### src/rtl/char_rotator_ctrl_if.sv
// char_rotator_ctrl_if: control, message-write and display-window signals of the character rotator
interface char_rotator_ctrl_if;
  logic       start, stop, pause, dir, wr_en;
  logic [2:0] wr_addr;
  logic [1:0] wr_data;
  logic       wr_ack, running, tick;
  logic [1:0] code2, code1, code0;
  logic [2:0] offset;
  modport master (
    output start, stop, pause, dir, wr_en, wr_addr, wr_data,
    input  wr_ack, code2, code1, code0, offset, running, tick
  );
  modport slave (
    input  start, stop, pause, dir, wr_en, wr_addr, wr_data,
    output wr_ack, code2, code1, code0, offset, running, tick
  );
endinterface

### src/rtl/char_rotator_ctrl.sv
// char_rotator_ctrl: rotates a three-character window through an 8-slot message buffer on a programmable timebase
module char_rotator_ctrl #(
  parameter int TICK_DIV = 50_000_000,
  parameter int MSG_LEN  = 5
) (
  input logic               clk,
  input logic               rst,
  char_rotator_ctrl_if.slave s
);
  localparam int PW = $clog2(TICK_DIV);
  localparam logic [PW-1:0] PMAX = PW'(TICK_DIV - 1);
  localparam logic [2:0] LAST = 3'(MSG_LEN - 1);
  typedef enum logic [1:0] {IDLE, RUN, PAUSE} state_t;
  state_t        state, state_n;
  logic [PW-1:0] presc, presc_n;
  logic [2:0]    offset, offset_n, o1, o2;
  logic [1:0]    msg [8];
  logic          accept, tick, wr_ack;
  always_comb begin
    tick     = state == RUN && !s.pause && !s.stop && presc == PMAX;
    accept   = state == IDLE && s.wr_en && s.wr_addr <= LAST;
    state_n  = s.stop ? IDLE
             : state == IDLE ? (s.start ? RUN : IDLE)
             : (s.pause ? PAUSE : RUN);
    presc_n  = (s.stop || state == IDLE) ? '0
             : (state == RUN && !s.pause) ? (tick ? '0 : presc + 1'b1)
             : presc;
    offset_n = s.stop ? '0
             : !tick ? offset
             : s.dir ? (offset == '0 ? LAST : offset - 1'b1)
             : (offset == LAST ? '0 : offset + 1'b1);
    o1       = offset == LAST ? '0 : offset + 1'b1;
    o2       = o1 == LAST ? '0 : o1 + 1'b1;
  end
  always_ff @(posedge clk) begin
    if (rst) begin
      state  <= IDLE;
      presc  <= '0;
      offset <= '0;
      wr_ack <= 1'b0;
      for (int i = 0; i < 8; i++) msg[i] <= i < 3 ? 2'(i) : 2'b11;
    end else begin
      state  <= state_n;
      presc  <= presc_n;
      offset <= offset_n;
      wr_ack <= accept;
      if (accept) msg[s.wr_addr] <= s.wr_data;
    end
  end
  assign s.code2   = msg[offset];
  assign s.code1   = msg[o1];
  assign s.code0   = msg[o2];
  assign s.offset  = offset;
  assign s.running = state != IDLE;
  assign s.tick    = tick;
  assign s.wr_ack  = wr_ack;
endmodule

### src/flat_wrapper.sv
// flat-port wrapper written by rule: the top's interface ports become plain ports
module char_rotator_ctrl_flat 
#(
  parameter int TICK_DIV = 50_000_000,
  parameter int MSG_LEN  = 5
)
  (clk, rst, s_start, s_stop, s_pause, s_dir, s_wr_en, s_wr_addr, s_wr_data, s_wr_ack, s_code2, s_code1, s_code0, s_offset, s_running, s_tick);
  char_rotator_ctrl_if s_i ();
  input logic clk;
  input logic rst;
  input wire logic [$bits(s_i.start)-1:0] s_start;
  input wire logic [$bits(s_i.stop)-1:0] s_stop;
  input wire logic [$bits(s_i.pause)-1:0] s_pause;
  input wire logic [$bits(s_i.dir)-1:0] s_dir;
  input wire logic [$bits(s_i.wr_en)-1:0] s_wr_en;
  input wire logic [$bits(s_i.wr_addr)-1:0] s_wr_addr;
  input wire logic [$bits(s_i.wr_data)-1:0] s_wr_data;
  output wire logic [$bits(s_i.wr_ack)-1:0] s_wr_ack;
  output wire logic [$bits(s_i.code2)-1:0] s_code2;
  output wire logic [$bits(s_i.code1)-1:0] s_code1;
  output wire logic [$bits(s_i.code0)-1:0] s_code0;
  output wire logic [$bits(s_i.offset)-1:0] s_offset;
  output wire logic [$bits(s_i.running)-1:0] s_running;
  output wire logic [$bits(s_i.tick)-1:0] s_tick;
  assign s_i.start = s_start;
  assign s_i.stop = s_stop;
  assign s_i.pause = s_pause;
  assign s_i.dir = s_dir;
  assign s_i.wr_en = s_wr_en;
  assign s_i.wr_addr = s_wr_addr;
  assign s_i.wr_data = s_wr_data;
  assign s_wr_ack = s_i.wr_ack;
  assign s_code2 = s_i.code2;
  assign s_code1 = s_i.code1;
  assign s_code0 = s_i.code0;
  assign s_offset = s_i.offset;
  assign s_running = s_i.running;
  assign s_tick = s_i.tick;
  char_rotator_ctrl #(.TICK_DIV(TICK_DIV), .MSG_LEN(MSG_LEN)) u_core (.clk(clk), .rst(rst), .s(s_i));
endmodule
### config.mk
export PLATFORM = sky130hd
export DESIGN_NAME = char_rotator_ctrl_flat
export DESIGN_NICKNAME = d
export VERILOG_FILES = /design/src/rtl/char_rotator_ctrl_if.sv /design/src/rtl/char_rotator_ctrl.sv /design/src/flat_wrapper.sv
export SDC_FILE = /design/constraint.sdc
export NUM_CORES = 1
export LEC_CHECK = 0
export CORE_MARGIN = 4
export CORE_UTILIZATION = 40
export CTS_CLUSTER_DIAMETER = 120
export CTS_CLUSTER_SIZE = 12
export DETAILED_ROUTE_END_ITERATION = 8
export PLACE_DENSITY = 0.6
export REMOVE_ABC_BUFFERS = 1
export SETUP_SLACK_MARGIN = 0.15
export SYNTH_ARGS = -nofsm -noshare
export SYNTH_HDL_FRONTEND = slang
export SYNTH_SLANG_ARGS = --single-unit
### constraint.sdc
create_clock -name clk -period 4 [get_ports clk]
set_input_delay 0.8 -clock clk [delete_from_list [all_inputs] [get_ports clk]]
set_output_delay 0.8 -clock clk [all_outputs]
set_load 0.02 [all_outputs]
-- Yosys cells after proc, flatten, opt, wreduce, memory -nomap -nowiden
Memory sizes are Yosys's and may differ from the RTL's. A register that Yosys moved wholly into a read port is not among the register bits.
Index checks and enable logic that the tools add are counted.
- ROM bits: 0
- RAM bits: 16
- logic and storage cells: 46
- memories kept: 1
- bits in latches: 0
- bits of input ports: 12
- flip-flop bits (word level): 32
- output and inout port bits: 12
- $lt $le $gt $ge: 1
- shift-type cells: 0
- multiply operators: 0
- div/mod/pow operators: 0
- add/subtract/negate cells: 4
- bitwise gates (word level): 0
- mux-type cells: 18
- equality and inequality tests: 4
- reductions and logical operators: 14
- memory list (name ; words ; width ; read ports ; clocked after Yosys merged registers in ; write ports ; line ; source):
    u_core.msg ; 8 ; 2 ; 3 ; 1 ; 8 ; char_rotator_ctrl.sv:17 ; logic [1:0] msg [8];
- operators with widths (cell ; number):
    $add A26 B1 Y26 const B ; 1
    $eq A26 B26 Y1 const B ; 1
    $mux W26 ; 1
    $mux W3 ; 7
    $mux W1 ; 7
    $add A3 B1 Y3 const B ; 2
    $eq A3 B3 Y1 const B ; 2
    $mux W2 ; 3
    $reduce_or A2 Y1 ; 3
    $logic_and A1 B1 Y1 ; 5
    $le A3 B3 Y1 const B ; 1
    $logic_not A3 Y1 ; 1
    $sub A3 B1 Y3 const B ; 1
    $eq A2 B1 Y1 const B ; 1
    $logic_not A1 Y1 ; 2
    $logic_not A2 Y1 ; 1
    $reduce_bool A2 Y1 ; 1
    $logic_or A1 B1 Y1 ; 1

-- Depth between registers and ports, before layout
- depth after elaboration: 8
- depth in mapped cells: 11
- depth with buffers taken out: 10

-- Least setup slack after synthesis
No wires, ideal clock.
- kind: register to output
- start: reg u_core.offset[0], in the netlist u_core.s.offset[0]
- end: out s_code0[0]
- arrival: 2.723 ns
- stages on the path, launching flop included: 12
- buffers on the path: 1
- data required time: 3.200 ns
- path slack: 0.477 ns
- cells stage by stage: dfxtp_1 inv_1 ha_1 a21oi_1 inv_1 ha_1 o21ai_0 a22oi_1 buf_2 mux2i_1 mux4_2 inv_1
- cells in the longest elaborated chain, start to end: 5
- elaborated cells between the ends (all ways): 7
- classes of those cells: add/sub (2); eq/ne (2); mux (2); memory (1)
- ends and longest elaborated chain (what ; line ; source):
    start: declaration ; char_rotator_ctrl.sv:16 ; logic [2:0] offset, offset_n, o1, o2;
    start signal: assignment ; char_rotator_ctrl.sv:45 ; offset <= offset_n;
    $add A3 B1 Y3 / $eq A3 B3 Y1 (equally long branches) ; char_rotator_ctrl.sv:32 ; o1 = offset == LAST ? '0 : offset + 1'b1;
    $mux W3 (*) ; char_rotator_ctrl.sv:32 ;
    $add A3 B1 Y3 / $eq A3 B3 Y1 (equally long branches) ; char_rotator_ctrl.sv:33 ; o2 = o1 == LAST ? '0 : o1 + 1'b1;
    $mux W3 (*) ; char_rotator_ctrl.sv:33 ;
    $mem_v2 Z8 W2 (*) ; -- ;
    end: declaration ; flat_wrapper.sv:21 ; output wire logic [$bits(s_i.code0)-1:0] s_code0;
Every way passes the cells marked *; elsewhere a longest branch is shown, timed or not.

-- Worst setup path after layout
- start: reg u_core.offset[0], in the netlist u_core.s.offset[0]
- end: out s_code0[1]
Same word-level chain as after synthesis.

==> out/summary.txt <==
Status: finished, final reports clean
Cell Area, Placed: 0.00311 mm^2
Nets: 328
Synth Cell Area: 0.00278 mm^2
Post-synth ARST share: 0%
Startpoint types: flip-flop
Max Cap Violations: 0
WP data arrival: 2.75 ns
Register bit total from synthesis: 51
Final Wtd Congestion: 0.883
Tot GR Track Use: 13.8%
Post-synthesis compound-gate area fraction: 5.49%
Highest clock rate: 0.281 GHz
Number of global-route vias before repair: 1993
Syn Area/Cell: 10.0 um^2
Min Hold Slack: 0.493 ns
CTS tree: yes
Combinational family with the most area after synthesis: simple AND/OR/NAND/NOR gates
Crit path cell chain: buf_4 -> ha_1 -> nor2_1 -> mux2i_2 -> mux2i_2 -> buf_4 -> mux4_2 -> inv_1 -> dlygate4sd2_1
Critical Setup Path Class: flip-flop to primary output
Vias per inst: 5.22
Yosys warns: 0
Count of antenna diodes in the layout: 0
FP Rows: 30
DRT Wirelength: 5510 um
Clock-pin slew on the worst setup and hold paths: 0.09 ns
Slew HR: 51.4%
Fin Setup TNS: 0 ns
Die Footprint: 0.00835 mm^2
1st-pass router iterations: 4
Fill count: 636
Synthesized instance count: 278
Synth Flop Type: dfxtp_1
Shortest period the worst path allows: 3.55 ns
Initial antenna violation count: 0
Slowest cell on crit path: mux4_2
Max Slew Vio Count: 0
Synth Area in Adders: 2.70%
Cell variety after synth: 46
Grt total ovfl: 0
Die extent in y: 91.4 um
DR vias: 2040
Final hold violations: 0
Post-route cell area: 0.00323 mm^2
Seq. cell area: 0.00118 mm^2
Seq/Total Area, Yosys: 42.5%
Layout cells sized above 1: 16.1%
Largest net degree at the start of global routing: 17
Worst ir drop on vdd: 0.000157 V
Worst Path Max Fanout: 7
Clock root cell: clkbuf_8
Pwr per Cell Area: 278 mW/mm^2
Num ports: 24
First-pass GRT wire length: 9410 um
RSZ-0062 raised after global routing: false
Synth Area in Simple Gates: 24.6%
XOR/XNOR Fraction of Synth Area: 6.93%
WP data required: 3.20 ns
Post-synth EDFFs: 16
Area of the multi-input gates: 0.00153 mm^2
Crit. End Element: primary output
Mux contribution to synthesized area: 14.0%
Cts hold-fix bufs: 0
CORE AREA: 0.00676 mm^2
Pleak: 1.13 nW
Final Setup Violations: 0
PortBufs: 23
WP buf/inv: 4
Hold Path Class: flip-flop to flip-flop
Initial Util: 41.2%
Crit-path leading delay family: multiplexers
Worst skew pair latency: 0.29 ns
Initial DRC Count: 62
WL/cell: 14.1 um
Worst stage delay on the critical path: 0.48 ns
# H-tree levels: 2
Worst-Margin Slew: 0.722 ns
Worst Skew: 0.00375 ns
DP HPWL: 4270 um
Longest Clk Path Bufs: 2
# DRC: 0
Area growth from synthesis to layout: 16.1%
Post-route antenna net violation count: 0
Die Width: 91.4 um
Clock Sinks: 51
Num CTS Buffers: 5
Tcrit/Tclk final: 88.8%
-- path summary, 6_finish.rpt --
kind                       to  slack [ns]                from  depth (start not counted)
max reg2reg  u_core.presc[24]        1.65    u_core.presc[18]                          5
max                s_code0[1]        0.45  u_core.s.offset[0]                          9
min           u_core.presc[1]        0.49     u_core.presc[1]                          2
min reg2reg   u_core.presc[1]        0.49     u_core.presc[1]                          2
-- worst register-to-register path, delay by kind of cell, from the launching register on --
kind	cells	cell delay (ns)
simple gates	5	1.88
flops	1	0.33
-- synth_stat cells, types with 2 or more instances --
cell,n,share of area (%)
edfxtp_1,16,17
and3_1,5,1.1
o31ai_1,2,0.54
clkbuf_1,7,0.94
or4b_2,3,1.1
o21ai_0,5,0.90
ha_1,6,2.7
xnor2_1,11,3.5
nand3_1,10,1.8
nand4_1,11,2.5
xor2_1,11,3.5
nand2b_1,2,0.45
buf_2,2,0.36
or3_1,4,0.90
a21oi_1,6,1.1
dfxtp_1,35,25
a21o_1,2,0.54
a21boi_0,2,0.54
and2_1,6,1.3
mux2i_1,12,4.3
mux4_2,10,8.1
mux2_2,4,1.6
nor4_1,4,0.90
nor2_1,39,5.3
or2_2,8,1.8
nand2_1,20,2.7
inv_1,9,1.2
nor3_1,8,1.4
-- report_power, final --
| part | switching [W] | total (W) | internal [W] |
|---|---|---|---|
| clock network | 0.000160 | 0.000285 | 0.000125 |
| registers | 0.00000778 | 0.000551 | 0.000544 |
| logic | 0.0000273 | 0.0000599 | 0.0000325 |
-- layout make-up --
cell class	count	share of cell area, %
multi-input cells	211	47.3
flip-flops and latches	51	36.6
repair buffers	32	9.26
well taps	80	3.10
clock buffers	6	2.29
inverters	9	1.05
clock inverters	2	0.349
-- per-layer routing --
| layer | GRT usage [%] | up-vias | routed length [um] |
|---|---|---|---|
| li1 | - | 1054 | - |
| met1 | 16.6 | 962 | 2550 |
| met2 | 24.4 | 18 | 2760 |
| met3 | 2.49 | 6 | 101 |
| met4 | 5.15 | 0 | 96 |
| met5 | 0 | - | 0 |
-- placed cells by master, fill, tap and decap left out, drive strengths merged, types with 9 or more instances in the layout --
cell	count
dfxtp	35
nor2	39
xnor2	11
xor2	11
mux4	10
nand2	20
nand4	11
mux2i	12
buf	9
clkdlybuf4s50	21
inv	10
edfxtp	16
nand3	11
-- logic make-up (layout without fill, tap and decap cells) --
family                   after synthesis  in the layout
adder cells (fa/ha/maj)                6              6
flip-flops                            51             51
XOR/XNOR                              22             22
multiplexers                          26             26
AO/OA/AOI/OAI                         23             23
other                                  1              6
AND/OR/NAND/NOR                      128            128
buffers and inverters                 21             49
-- flip-flops by register name (all words and copies together), names as in the netlist, named ones only --
name and flops:
u_core.s.offset 3, u_core.presc 26, u_core.msg 16, u_core.s.wr_ack 1
u_core.state 2
-- metrics by stage --
step	util (%)	power (W)	instances	setup WS, ns
after global routing	47.8	0.000936	391	0.241
after floorplan	-	0.000591	271	0.389
final	47.8	0.000896	391	0.447
after global placement	46.0	0.000623	380	0.146
after CTS	47.6	0.000913	390	0.133
after detailed placement	46.0	0.000624	380	0.0310
-- what timing repair did --
item,4_1_cts,5_1_grt
gates resized for setup,3,3
pin swaps,1,0
endpoints found under the setup margin,2,1
buffers inserted,2,1
No activity file was read; power rests on OpenSTA's default activity.
